**config.mk**
```make
export PLATFORM = sky130hd
export DESIGN_NAME = ysyx_23060240_lsu
export DESIGN_NICKNAME = d
export VERILOG_FILES = /design/src/rtl/ysyx_23060240_lsu.sv
export SDC_FILE = /design/constraint.sdc
export NUM_CORES = 1
export LEC_CHECK = 0
export ABC_AREA = 0
export CAP_MARGIN = 40
export CORE_AREA = 2 2 166 168
export DETAILED_ROUTE_END_ITERATION = 6
export DIE_AREA = 0 0 168 170
export HOLD_SLACK_MARGIN = 0.06
export MAX_ROUTING_LAYER = met4
export SLEW_MARGIN = 20
export SYNTH_ARGS = -nofsm -noshare
export SYNTH_HDL_FRONTEND = slang
export SYNTH_SLANG_ARGS = --single-unit
```
**constraint.sdc**
```tcl
create_clock -name clk -period 6.74 [get_ports clk]
set_clock_uncertainty 0.1 [all_clocks]
set_input_delay 1.348 -clock clk [delete_from_list [all_inputs] [get_ports clk]]
set_output_delay 1.348 -clock clk [all_outputs]
set_load 0.02 [all_outputs]
```
**src/rtl/ysyx_23060240_lsu.sv**
```systemverilog
// ysyx_23060240_lsu: load/store unit bridging EXU requests to a valid/ready memory bus
// with byte-lane steering, load extension and misaligned/illegal/timeout detection.
module ysyx_23060240_lsu #(
   parameter int TIMEOUT = 255
) (
   input  logic        clk,
   input  logic        rst,
   input  logic        req_valid,
   output logic        req_ready,
   input  logic [2:0]  rd_ctrl,
   input  logic [7:0]  wr_ctrl,
   input  logic [31:0] addr,
   input  logic [31:0] wdata,
   output logic        resp_valid,
   output logic [31:0] resp_rdata,
   output logic        resp_err,
   output logic        mem_req_valid,
   input  logic        mem_req_ready,
   output logic [31:0] mem_addr,
   output logic        mem_wen,
   output logic [31:0] mem_wdata,
   output logic [3:0]  mem_wmask,
   input  logic        mem_resp_valid,
   input  logic [31:0] mem_rdata
);
   typedef enum logic [1:0] {IDLE, REQ, WAIT, RESP} state_t;
   localparam logic [31:0] TO = TIMEOUT;
   state_t state;
   logic [2:0] rd_q;
   logic [1:0] off_q;
   logic [31:0] cnt;
   logic illegal, misaligned, timeout;
   logic [7:0] b;
   logic [15:0] h;
   logic [31:0] load, wdata_sh;
   logic [3:0] wmask_n;
   always_comb begin
      illegal = (rd_ctrl != 3'd0 && wr_ctrl != 8'd0) || (rd_ctrl == 3'd0 && wr_ctrl == 8'd0) ||
                rd_ctrl >= 3'd6 || wr_ctrl > 8'd3;
      misaligned = ((rd_ctrl == 3'd3 || rd_ctrl == 3'd4 || wr_ctrl == 8'd2) && addr[0]) ||
                   ((rd_ctrl == 3'd5 || wr_ctrl == 8'd3) && addr[1:0] != 2'd0);
      timeout = TO != 32'd0 && cnt + 32'd1 == TO;
      b = mem_rdata[{off_q, 3'b000} +: 8];
      h = off_q[1] ? mem_rdata[31:16] : mem_rdata[15:0];
      load = rd_q == 3'd1 ? {{24{b[7]}}, b} :
             rd_q == 3'd2 ? {24'd0, b} :
             rd_q == 3'd3 ? {{16{h[15]}}, h} :
             rd_q == 3'd4 ? {16'd0, h} :
             rd_q == 3'd5 ? mem_rdata : 32'd0;
      wdata_sh = wdata << {addr[1:0], 3'b000};
      wmask_n = wr_ctrl == 8'd1 ? 4'b0001 << addr[1:0] :
                wr_ctrl == 8'd2 ? 4'b0011 << addr[1:0] :
                wr_ctrl == 8'd3 ? 4'b1111 : 4'b0000;
   end
   always_ff @(posedge clk) begin
      if (rst) begin
         state <= IDLE;
         req_ready <= 1'b1;
         resp_valid <= 1'b0;
         resp_rdata <= 32'd0;
         resp_err <= 1'b0;
         mem_req_valid <= 1'b0;
         mem_addr <= 32'd0;
         mem_wen <= 1'b0;
         mem_wdata <= 32'd0;
         mem_wmask <= 4'd0;
         rd_q <= 3'd0;
         off_q <= 2'd0;
         cnt <= 32'd0;
      end else begin
         case (state)
            IDLE: if (req_valid) begin
               req_ready <= 1'b0;
               rd_q <= rd_ctrl;
               off_q <= addr[1:0];
               cnt <= 32'd0;
               if (illegal || misaligned) begin
                  state <= RESP;
                  resp_valid <= 1'b1;
                  resp_err <= 1'b1;
                  resp_rdata <= 32'd0;
               end else begin
                  state <= REQ;
                  mem_req_valid <= 1'b1;
                  mem_addr <= {addr[31:2], 2'b00};
                  mem_wen <= wr_ctrl != 8'd0;
                  mem_wdata <= wdata_sh;
                  mem_wmask <= wmask_n;
               end
            end
            REQ: begin
               cnt <= cnt + 32'd1;
               if (timeout) begin
                  state <= RESP;
                  mem_req_valid <= 1'b0;
                  resp_valid <= 1'b1;
                  resp_err <= 1'b1;
                  resp_rdata <= 32'd0;
               end else if (mem_req_ready) begin
                  state <= WAIT;
                  mem_req_valid <= 1'b0;
               end
            end
            WAIT: begin
               cnt <= cnt + 32'd1;
               // a response arriving in the final allowed cycle still counts as success
               if (mem_resp_valid || timeout) begin
                  state <= RESP;
                  resp_valid <= 1'b1;
                  resp_err <= !mem_resp_valid;
                  resp_rdata <= mem_resp_valid ? load : 32'd0;
               end
            end
            RESP: begin
               state <= IDLE;
               req_ready <= 1'b1;
               resp_valid <= 1'b0;
               resp_err <= 1'b0;
               resp_rdata <= 32'd0;
            end
         endcase
      end
   end
endmodule

```
## After elaboration in Yosys (flattened, before gate mapping)

Index checks and enable logic that the tools add are counted.

- Word-level logic and storage cells: 110
- Memories kept: 0
- Bits in read-only memories: 0
- Bits in writable memories: 0
- Output and inout port bits: 105
- Latch bits: 0
- Register bits: 142

- Muxes and demuxes: 37
- Reduce and logical (&&, ||, !) cells: 31
- Divide/modulo/power cells: 0
- Multiply operators: 0
- Shift operators: 4
- Add/subtract/negate cells: 1
- Eq/ne operators: 21
- $lt $le $gt $ge: 2
- Bitwise gates (word level): 1

Operator list:

| operator | number |
|---|---|
| $mux W32 | 11 |
| $pmux W32 S4 | 1 |
| $pmux W32 S2 | 1 |
| $add A32 B1 Y32 const B | 1 |
| $eq A32 B8 Y1 const B | 1 |
| $shiftx A32 B6 Y8 | 1 |
| $shl A32 B5 Y32 | 1 |
| $eq A8 B2 Y1 const B | 2 |
| $mux W16 | 1 |
| $eq A3 B3 Y1 const B | 4 |
| $mux W4 | 3 |
| $mux W1 | 10 |
| $mux W2 | 5 |
| $ne A2 B2 Y1 const B | 5 |
| $eq A3 B2 Y1 const B | 3 |
| $logic_or A1 B1 Y1 | 9 |
| $eq A8 B1 Y1 const B | 1 |
| $gt A8 B2 Y1 const B | 1 |
| $logic_not A8 Y1 | 1 |
| $pmux W1 S4 | 2 |
| $pmux W2 S4 | 1 |
| $reduce_and A4 Y1 | 2 |
| $reduce_bool A2 Y1 | 4 |
| $reduce_bool A8 Y1 | 1 |
| 17 further kinds | 25 |

## Longest topological paths before layout

- Word-level depth: 9
- Gate-level depth with buffers: 13
- Gate-level depth less buffers: 10

## Worst setup path before layout

OpenSTA, ideal clock, no wires.

- Path type: input to register
- Start point: input addr[1]
- End point: register resp_rdata[3]
- Buffers on the path: 3
- Slack: 2.625 ns
- Arrival time: 3.894 ns
- Cell stages on the path: 13
- Setup time: 0.121 ns
- Cell sequence: clkbuf_1 > inv_1 > clkbuf_1 > ha_1 > nor2b_1 > o21ai_0 > nand4_1 > nor4_1 > nor2_1 > and4_4 > a21oi_4 > buf_6 > mux2_4

- Word-level cells in the longest chain between the ends: 6

RTL lines:

| what | line | RTL |
|---|---|---|
| from (decl) | 12 | `input logic [31:0] addr,` |
| $reduce_bool A2 Y1 | 41 | `((rd_ctrl == 3'd5 \|\| wr_ctrl == 8'd3) && addr[1:0] != 2'd0);` |
| $logic_and A1 B1 Y1 | 41 |  |
| $logic_or A1 B1 Y1 | 40 | `misaligned = ((rd_ctrl == 3'd3 \|\| rd_ctrl == 3'd4 \|\| wr_ctrl == 8'd2) && addr[0]) \|\|` |
| $logic_or A1 B1 Y1 | 77 | `if (illegal \|\| misaligned) begin` |
| $ne A2 B2 Y1 (no line) | n/a |  |
| $reduce_and A4 Y1 (no line) | n/a |  |
| to (signal assigned) | 111 | `resp_rdata <= mem_resp_valid ? load : 32'd0;` |
| to (decl) | 15 | `output logic [31:0] resp_rdata,` |

Every way passes these cells.
A chain may end at the register's enable or synchronous reset.

## Worst setup path in the final report

- Start point: register cnt[1]
- End point: register resp_rdata[4]

- Word-level cells in the longest chain between the ends: 5
- Elaborated cells on any way between the ends: 6

RTL lines:

| what | line | RTL |
|---|---|---|
| from (decl) | 31 | `logic [31:0] cnt;` |
| from (signal assigned) | 92 | `cnt <= cnt + 32'd1;` |
| from (signal assigned) | 105 | `cnt <= cnt + 32'd1;` |
| $add A32 B1 Y32 (*) | 42 | `timeout = TO != 32'd0 && cnt + 32'd1 == TO;` |
| $eq A32 B8 Y1 (*) | 42 |  |
| $logic_or A1 B1 Y1 | 107 | `if (mem_resp_valid \|\| timeout) begin` |
| $ne A2 B2 Y1 (no line) | n/a |  |
| $reduce_and A4 Y1 (no line) (*) | n/a |  |

Every way passes the cells marked *; elsewhere a longest branch is shown, timed or not.

==> flow_summary.ini <==
[synthesis]
synth_flop_cell = dfxtp_1
synth_commonest_cells = 173 x nand2_1, 142 x dfxtp_1, 125 x a21oi_1
yosysWarnings = 0
netlist_instances = 1028
syn_area_per_cell_um2 = 7.70
synth_edf_count = 0
synth_area_leaders = dfxtp_1 36%, nand2_1 8.2%, a21oi_1 7.9%, mux2i_1 5.6%, clkbuf_1 3.4%
synthArstFlopShare = 0
seq_area_frac_synth = 0.359
synth_area_leader_cell = dfxtp_1
netlist_area_um2 = 7910
synth_top_area_frac = 0.359
ys_seq_elements = 142
synth_cell_types = 63
yosysMostFrequentCell = nand2_1

[clock_network]
cts_setup_buffers = 0
cts.repair.resized = 0
insertion_delay_ns = 0.43
clkSlewWorstSetupHoldPaths_ns = 0.07
h-tree-depth = 4
cts_tree = done
cts_hold_buffers = 0
cts.path.max_buffers = 2
cts_root_buf = clkbuf_16
cts_buffers = 17
cts.sinks = 142

[layout]
multi_input_area_um2 = 4580
drive_gt1_frac = 0.0691
fin_util = 0.408
diodes = 0
regArea_um2 = 2840
n_fill_cell = 2696
final_cell_area_um2 = 10900
nets = 1311
stdcell_count = 1543
area_delta_synth_final_pct = 37.5

[sta]
tns_ns = 0
hold_violations = 0
fmax_mhz = 219
report.final.slew_viol_count = 0
slew_headroom = 0.485
holdWs_ns = 0.350
rsz0062_at_grt = no
min_period_ns = 4.56
worst_pin_slew_ns = 0.771
finalSetupViolations = 0
fin_ws_ns = 2.18
fin_crit_sh = 0.676

[place]
hpwlAfterDp_um = 17900
port_buffers = 214
place_area_um2 = 10300
gp_congestion = 0.850
place_ws_ns = 1.75
placedCellCount = 1510

[floorplan]
rows = 60
dieArea_um2 = 28600
ios = 217
core_area_um2 = 26700
die_x_um = 168
start_util = 0.297
die_h_um = 170

[grt]
grt_max_degree = 64
grt_first_pass_wirelength_um = 40400
antenna_found_initial = 0
grt_overflow = 0
grt_usage = 0.180
grt_pass1_vias = 7732

[hold_path]
hold_class = flop to flop

[status]
status = finished, final reports clean

[pwr]
p_leak_nw = 3.75
p_per_area_nw_per_um2 = 250
p_sw_frac = 0.358
p_sw_mw = 0.973
peakVddDrop_uv = 243
pwr-share-seq = 0.334
power.internal_mw = 1.74
finalPower_mw = 2.72
p_clk_frac = 0.359
p_comb_frac = 0.307

[setup_path]
critPathMaxFanout = 34
start_kind = flop
criticalPathCategory = flop to flop
arrival_ns = 4.77
reg2reg_setup_slack_ns = 2.18
cp.required_ns = 6.95
critPathCaptureType = flop

[route]
ant_nets = 0
drt_iter0_drc = 503
viasPerCell = 5.14
dr.pass1.iters = 5
wl_um = 25200
route.detailed.drc = 0
vias = 7935
post_drt_wl_per_cell_um = 16.3

[run]
max_cap_violations = 0
worst max-delay path, cell delays in order, from the launching register on:
cell     delay [ns]
dfxtp_1        0.52
ha_1           0.54
nand4_2        0.23
or4_1          0.74
nor3_1         0.42
xor2_1         0.12
nor4_1         0.70
and4_4         0.37
a21oi_4        0.03
buf_4          0.31
mux2_4         0.36
routing by layer:
layer,routed length (um),GRT usage,part of all wire,up-vias
met5,0,-,0,-
met4,311,0.0465,0.012,0
met3,1990,0.0584,0.079,21
met2,11300,0.281,0.45,264
met1,11500,0.225,0.46,3702
li1,-,-,-,3948
layout by cell type (no fill, tap or decap), types with 20 or more instances in the layout:
cell type          n
nand3_1           32
dfxtp_1          142
nand2_1          173
mux2i_1           44
nor2_1            68
a21oi_1          125
nand2b_1          31
o21ai_0           53
clkdlybuf4s50_1  213
mux2_2            20
inv_1             32
cell type report:
| type | instances | area share |
|---|---|---|
| Multi-Input combinational cell | 766 | 0.421 |
| Sequential cell | 142 | 0.261 |
| Timing Repair Buffer | 230 | 0.212 |
| Tap cell | 341 | 0.0392 |
| Clock buffer | 17 | 0.0391 |
| Clock inverter | 15 | 0.0155 |
| Inverter | 32 | 0.0110 |
cell families (layout without fill, tap and decap cells):
family	after synthesis	after routing	share of synthesized area
other	1	2	0.000474
buffers and inverters	121	294	0.0629
multiplexers	68	68	0.0917
AND/OR/NAND/NOR	403	403	0.247
XOR/XNOR	15	15	0.0166
adder cells (fa/ha/maj)	10	10	0.0158
flip-flops	142	142	0.359
AO/OA/AOI/OAI	268	268	0.206
sequential cells by signal (all words and copies together), names as in the netlist, 2 cells and up:
signal      cells
cnt            32
mem_wmask       4
mem_addr       30
resp_rdata     32
off_q           2
rd_q            3
state           2
mem_wdata      32
power by group through the flow:
stage          clock, mW  combinational (mW)  sequential (mW)
2_1_floorplan          0               0.566            0.917
3_3_place_gp           0               0.792            0.932
3_5_place_dp           0               0.824            0.932
4_1_cts            0.999               0.828            0.913
5_1_grt             1.03               0.919            0.913
6_report           0.975               0.834            0.907
worst paths after layout:
check,from,end,cells after the start
max,cnt[1],resp_rdata[4],10
min,mem_addr[25],mem_addr[25],2
max reg2reg,cnt[1],resp_rdata[4],10
min reg2reg,mem_addr[25],mem_addr[25],2
Note: power is estimated with default switching activity, not from simulation.
